`src/rtl/bin2bcd_seq_pkg.sv`:
```
// Shared types and constants for the sequential binary-to-BCD converter.
// digits_needed() gives the smallest digit count whose decimal range exceeds 2**bin_w.
package bcd_pkg;

  typedef enum logic [1:0] {IDLE, SHIFT, DONE} bcd_state_t;

  localparam logic [3:0] BCD_ADJ_TH  = 4'd5;
  localparam logic [3:0] BCD_ADJ_ADD = 4'd3;

  function automatic int digits_needed(input int bin_w);
    longint unsigned lim;
    longint unsigned p;
    int              d;
    lim = 64'd1 << bin_w;
    p   = 64'd1;
    d   = 0;
    for (int i = 0; i < 20; i++) begin
      if (p <= lim) begin
        p = p * 10;
        d++;
      end
    end
    return d;
  endfunction

endpackage

```
`src/rtl/bin2bcd_seq_digit_adj.sv`:
```
// One BCD digit pre-shift correction: values 5..9 get +3 so the next left shift carries.
// Purely combinational; wraps within 4 bits by design.
module bcd_digit_adj
  import bcd_pkg::*;
(
  input  logic [3:0] d_i,
  output logic [3:0] d_o
);

  assign d_o = (d_i >= BCD_ADJ_TH) ? d_i + BCD_ADJ_ADD : d_i;

endmodule

```
`src/rtl/bin2bcd_seq.sv`:
```
// Sequential double-dabble converter: accept -> BIN_W shift cycles -> result held in DONE.
// Result valid BIN_W cycles after accept; holds BCD/out_valid stable until out_ready.
module bin2bcd_seq
  import bcd_pkg::*;
#(
  parameter int BIN_W  = 8,
  parameter int DIGITS = 3
) (
  input  logic                  clk,
  input  logic                  rst,
  input  logic                  in_valid,
  output logic                  in_ready,
  input  logic [BIN_W-1:0]      bin,
  output logic                  out_valid,
  input  logic                  out_ready,
  output logic [4*DIGITS-1:0]   BCD
);

  localparam int ACC_W = 4 * DIGITS;
  localparam int CNT_W = $clog2(BIN_W + 1);
  localparam logic [CNT_W-1:0] CNT_LAST = CNT_W'(BIN_W - 1);

  if (BIN_W < 1) begin : g_bad_bin_w
    $error("bin2bcd_seq: BIN_W must be at least 1");
  end
  if (DIGITS < digits_needed(BIN_W)) begin : g_bad_digits
    $error("bin2bcd_seq: DIGITS too small to represent 2**BIN_W");
  end

  bcd_state_t             state_q, state_d;
  logic [ACC_W-1:0]       acc_q, acc_d, acc_adj;
  logic [ACC_W-1:0]       bcd_q, bcd_d;
  logic [BIN_W-1:0]       shreg_q, shreg_d;
  logic [CNT_W-1:0]       cnt_q, cnt_d;
  logic [ACC_W+BIN_W-1:0] shifted;

  for (genvar g = 0; g < DIGITS; g++) begin : g_adj
    bcd_digit_adj u_adj (
      .d_i(acc_q[4*g +: 4]),
      .d_o(acc_adj[4*g +: 4])
    );
  end

  // Adjust first, then shift the next binary MSB into the accumulator LSB.
  assign shifted = {acc_adj, shreg_q} << 1;

  always_ff @(posedge clk or posedge rst) begin
    if (rst) begin
      state_q <= IDLE;
      acc_q   <= '0;
      shreg_q <= '0;
      cnt_q   <= '0;
      bcd_q   <= '0;
    end else begin
      state_q <= state_d;
      acc_q   <= acc_d;
      shreg_q <= shreg_d;
      cnt_q   <= cnt_d;
      bcd_q   <= bcd_d;
    end
  end

  always_comb begin
    state_d = state_q;
    acc_d   = acc_q;
    shreg_d = shreg_q;
    cnt_d   = cnt_q;
    bcd_d   = bcd_q;
    unique case (state_q)
      IDLE: begin
        if (in_valid) begin
          acc_d   = '0;
          shreg_d = bin;
          cnt_d   = '0;
          state_d = SHIFT;
        end
      end
      SHIFT: begin
        {acc_d, shreg_d} = shifted;
        cnt_d            = cnt_q + 1'b1;
        if (cnt_q == CNT_LAST) begin
          bcd_d   = shifted[ACC_W+BIN_W-1 -: ACC_W];
          state_d = DONE;
        end
      end
      DONE: begin
        if (out_ready) state_d = IDLE;
      end
      default: state_d = IDLE;
    endcase
  end

  always_comb begin
    in_ready  = (state_q == IDLE);
    out_valid = (state_q == DONE);
  end

  assign BCD = bcd_q;

endmodule

```
`config.mk`:
```
export PLATFORM = sky130hd
export DESIGN_NAME = bin2bcd_seq
export DESIGN_NICKNAME = d
export VERILOG_FILES = /design/src/rtl/bin2bcd_seq_pkg.sv /design/src/rtl/bin2bcd_seq_digit_adj.sv /design/src/rtl/bin2bcd_seq.sv
export SDC_FILE = /design/constraint.sdc
export NUM_CORES = 1
export LEC_CHECK = 0
export ABC_AREA = 1
export BUFFER_PORTS_ARGS = -buffer_cell sky130_fd_sc_hd__buf_2
export CORE_MARGIN = 2
export CORE_UTILIZATION = 54
export DETAILED_ROUTE_END_ITERATION = 10
export MAX_ROUTING_LAYER = met4
export PLACE_DENSITY = 0.76
export SYNTH_ARGS = -nofsm -noshare
export SYNTH_HDL_FRONTEND = slang
export SYNTH_SLANG_ARGS = --single-unit
export TNS_END_PERCENT = 10
```
`constraint.sdc`:
```
create_clock -name clk -period 1.3 [get_ports clk]
set_input_delay 0.13 -clock clk [delete_from_list [all_inputs] [get_ports clk]]
set_output_delay 0.13 -clock clk [all_outputs]
set_load 0.05 [all_outputs]
```
Yosys cells after proc, flatten, opt, wreduce, memory -nomap -nowiden
Cells that the tools add are included.
{"block": "totals", "regBits": 38, "in_bits": 12, "output_inout_bits": 14}
{"block": "classes", "eq_ne": 6, "order_cmp": 3, "reduce_logical": 5, "add_sub_neg": 4, "mux": 13}
{"cell": "case mux 12 bit (2 select lines)", "count": 1}
{"cell": "case mux 8 bit (2 select lines)", "count": 1}
{"cell": "greater-or-equal comparator 4 x 3 -> 1 bit (second input constant)", "count": 3}
{"cell": "2-to-1 mux 12 bit", "count": 1}
{"cell": "2-to-1 mux 4 bit", "count": 3}
{"cell": "adder 4 x 2 -> 4 bit (second input constant)", "count": 2}
{"cell": "2-to-1 mux 8 bit", "count": 1}
{"cell": "case mux 4 bit (2 select lines)", "count": 1}
{"cell": "2-to-1 mux 2 bit", "count": 3}
{"cell": "case mux 2 bit (3 select lines)", "count": 1}
{"cell": "adder 4 x 1 -> 4 bit (second input constant)", "count": 1}
{"cell": "== test 4 x 3 -> 1 bit (second input constant)", "count": 1}
{"cell": "inequality test 2 bit (second input constant)", "count": 2}
{"cell": "AND reduction 2 bit", "count": 2}
{"cell": "adder 3 x 2 -> 3 bit (second input constant)", "count": 1}
{"cell": "2-to-1 mux 3 bit", "count": 1}
{"cell": "AND reduction 3 bit", "count": 1}
{"cell": "== test 2 x 1 -> 1 bit (second input constant)", "count": 1}
{"cell": "== test 2 bit (second input constant)", "count": 1}
{"cell": "zero test 2 bit", "count": 1}
{"cell": "inequality test 2 x 1 -> 1 bit (second input constant)", "count": 1}
{"cell": "nonzero test 2 bit", "count": 1}

Logic depth before layout (Yosys ltp)
{"block": "depth", "depth_word": 3, "depth_mapped": 9}

Modules after synthesis
From an unflattened synthesis, not the netlist that was laid out.
{"block": "unflattened", "cells_unflattened": 252, "area_unflattened_um2": 2016.9}
{"module": "bin2bcd_seq", "area_per_inst_um2": 1611.5, "cells_each": 183, "instances": 1}
{"module": "bcd_digit_adj", "area_per_inst_um2": 135.1, "cells_each": 23, "instances": 3}

Least setup slack after synthesis
OpenSTA, ideal clock, no wires.
{"block": "synth_timing", "path_type": "reg2out", "startpoint": "reg state_q[1]", "endpoint": "out out_valid", "stages_incl_launch_ff": 3, "path_slack_ns": 0.039, "required_time_ns": 1.170, "n_path_buf": 0, "t_arrival_ns": 1.131, "path_cell_list": "dfrtp_1 -> inv_2 -> nor2_1"}
{"block": "synth_between", "elab_chain_cells": 1}
{"element": "start: declaration", "line_no": "bin2bcd_seq.sv:30", "rtl": "bcd_state_t state_q, state_d;"}
{"element": "start signal: assignment", "line_no": "bin2bcd_seq.sv:55", "rtl": "state_q <= state_d;"}
{"element": "== test 2 bit", "line_no": "bin2bcd_seq.sv:95", "rtl": "out_valid = (state_q == DONE);"}
{"element": "end: declaration", "line_no": "bin2bcd_seq.sv:14", "rtl": "output logic out_valid,"}
No other way between the ends.

Worst setup path after layout
{"block": "layout_timing", "startpoint": "reg state_q[0]", "endpoint": "out out_valid"}
The elaborated chain is that of the path after synthesis.

==> flow_metrics.env <==
export IMPL_place_area_sq_mm=0.002074
export IMPL_use_met2_pct=35.22
export IMPL_die_area_sq_mm=0.003948
export IMPL_final_common_cell="nand2_1"
export IMPL_fin_skew_ns=0.01457
export IMPL_drt_wl_total_microns=3650
export IMPL_critPathRequiredTime_ns=1.17
export IMPL_cts_buffers=5
export IMPL_synth_flop_cell="dfrtp_1"
export IMPL_synth_edf_count=0
export IMPL_drc_errors=0
export IMPL_hold_viol_final=0
export IMPL_cp_max_fo=5
export IMPL_syn_area_per_cell_sq_um=8.199
export IMPL_drtIter0Drc=84
export IMPL_synth_seq_cells=38
export IMPL_yosysUniqueCellTypes=22
export IMPL_ioPinCount=26
export IMPL_endpoint_kind="output pin"
export IMPL_ys_warn_count=0
export IMPL_rows=21
export IMPL_dpl_worst_slack_ns=-0.01820
export IMPL_synth_seq_area_share_pct=50.87
export IMPL_cp_arrival_ns=1.13
export IMPL_path_clk_slew_ns=0.11
export IMPL_die_x_microns=62.84
export IMPL_antenna_found_initial=0
export IMPL_slew_headroom_pct=69.51
export IMPL_finalNetCount=294
export IMPL_fin_crit_ns=1.259
export IMPL_worst_pin_slew_ns=0.4573
export IMPL_initial_utilization_pct=56.02
export IMPL_use_met1_pct=27.30
export IMPL_core_area_sq_mm=0.003337
export IMPL_layout_drive_gt1_share_pct=26.09
export IMPL_num_antenna_cells=0
export IMPL_fill_cells=265
export IMPL_async_flop_share_pct=100.0
export IMPL_outcome="completed"
export IMPL_fmax_mhz=794.5
export IMPL_powerDensity_mw_per_mm2=2513
export IMPL_grt_total_usage_pct=22.00
export IMPL_fin_ws_ns=0.04130
export IMPL_netlist_area_sq_mm=0.001869
export IMPL_timing_final_crit_share_pct=96.82
export IMPL_grt_pass1_wl_microns=6630
export IMPL_netlist_instances=228
export IMPL_overflow=0
export IMPL_rsz0062_at_grt="yes"
export IMPL_detail_route_wl_per_cell_microns=11.34
export IMPL_area_growth_syn_to_layout_pct=24.23
export IMPL_p_leak_nw=1.237
export IMPL_syn_num_nets=247
export IMPL_min_path_type="input port to register"
export IMPL_grt_max_degree=39
export IMPL_drv_cap=0
export IMPL_fin_util_pct=69.59
export IMPL_place_congestion=0.9094
export IMPL_final_cell_mix="89 x nand2_1, 36 x dfrtp_1, 25 x nand3_1, 23 x buf_2, 12 x inv_1"
export IMPL_vias=1589
export IMPL_grt_pass1_vias=1552
export IMPL_grt_busiest_layer="met2"
export IMPL_root_buffer="clkbuf_4"
export IMPL_numClockSinks=38
export IMPL_drv_slew=0
export IMPL_finalNonFillerCells=322
export IMPL_met3_usage_pct=5.586
export IMPL_fp_dieH_microns=62.84
export IMPL_yosys_area_top_type="dfrtp_1"
export IMPL_fin_tns_setup_ns=0
export IMPL_dr_pass1_iters=4
export IMPL_final_area_sq_mm=0.002322
export IMPL_setup_viol=0
export IMPL_ant_nets=0
export IMPL_peakVddDrop_mv=1.223
export IMPL_cts_tree="yes"
export IMPL_place_port_buffers=25
export IMPL_synth_top_area_share_pct=50.87
export IMPL_dp_cells=303
export IMPL_cts_buffer_depth=2
export IMPL_start_kind="register"
export IMPL_clk_latency_ns=0.35
export IMPL_cts_max_level=2
export IMPL_avgViaCountPerCell=4.935
export IMPL_crit_type="register to output pin"
export IMPL_synth_area_leaders="dfrtp_1 51%, nand2_1 19%, nand3_1 7.5%"
export IMPL_place_detailed_hpwl_microns=2381
==> where the power goes <==
part	leakage [nW]	switching (mW)	internal (mW)	total [mW]
combinational	0.720	2.07	1.07	3.14
sequential	0.483	0.357	1.69	2.05
clock	0.0353	0.385	0.262	0.648
==> layer usage <==
metal	share of wire [%]	up-vias	wire length, microns
met5	0	-	0
met4	1.5	0	53
met3	3.9	5	141
met2	49	30	1777
met1	46	724	1678
li1	-	830	-
==> layout make-up <==
cell class | instances | area, sq um | share of cell area (%)
well taps | 46 | 57.56 | 2.478
clock inverters | 1 | 5.005 | 0.2155
clock buffers | 7 | 55.05 | 2.371
flip-flops and latches | 38 | 953.4 | 41.06
repair buffers | 45 | 314.1 | 13.52
multi-input cells | 164 | 850.8 | 36.64
inverters | 21 | 86.33 | 3.718
==> registers in the layout (all words and copies together) (netlist names) <==
name and count:
acc_q 12, shreg_q 8, cnt_q 4, BCD 12, state_q 2
==> worst max-delay path, stage by stage (launching register included) <==
cell and delay (ns):
dfrtp_2 0.46, nor2_1 0.14, buf_6 0.17
==> logic make-up (layout without fill, tap and decap cells) <==
group           after synthesis  in the layout  share of synthesized area, %
simple gates                137            137                         31.66
flops                        38             38                         50.87
buf+inv                      26             74                         6.894
compound gates               20             20                         5.890
fa+ha+maj                     7              7                         4.685
==> cells in the mapped netlist, types with 3 or more instances <==
master and instances:
nand2_1 94, nand4_1 5, o21ai_0 11, dfrtp_1 38, nand3_1 28, buf_4 3
ha_1 7, nor2_1 4, inv_1 17, inv_2 3
==> final timing paths <==
path | endpoint | slack [ns] | start | depth (start not counted)
worst max-delay path | out_valid | 0.04 | state_q[0] | 2
worst min-delay path | shreg_q[7] | 0.02 | bin[7] | 3
min in group asynchronous | shreg_q[6] | 0.42 | rst | 4
worst max register to register | acc_q[6] | 0.07 | acc_q[4] | 6
max in group asynchronous | state_q[1] | 0.55 | rst | 4
worst min register to register | BCD[3] | 0.48 | BCD[3] | 2
==> metrics by stage <==
step	power, mW	hold slack (ns)
2_1_floorplan	4.264	0.2163
3_3_place_gp	4.905	0.2660
3_5_place_dp	4.951	0.2643
4_1_cts	5.637	0.01455
5_1_grt	6.409	0.02269
6_report	5.837	0.02164
==> timing repair <==
action / 4_1_cts / 5_1_grt
setup endpoints to repair: 5 / 33
buffers inserted: 0 / 2
hold buffers: 9 / 0
pin swaps: 0 / 4
hold endpoints to repair: 46 / 0
resized for setup: 5 / 26
No activity file was read; power rests on OpenSTA's default activity.
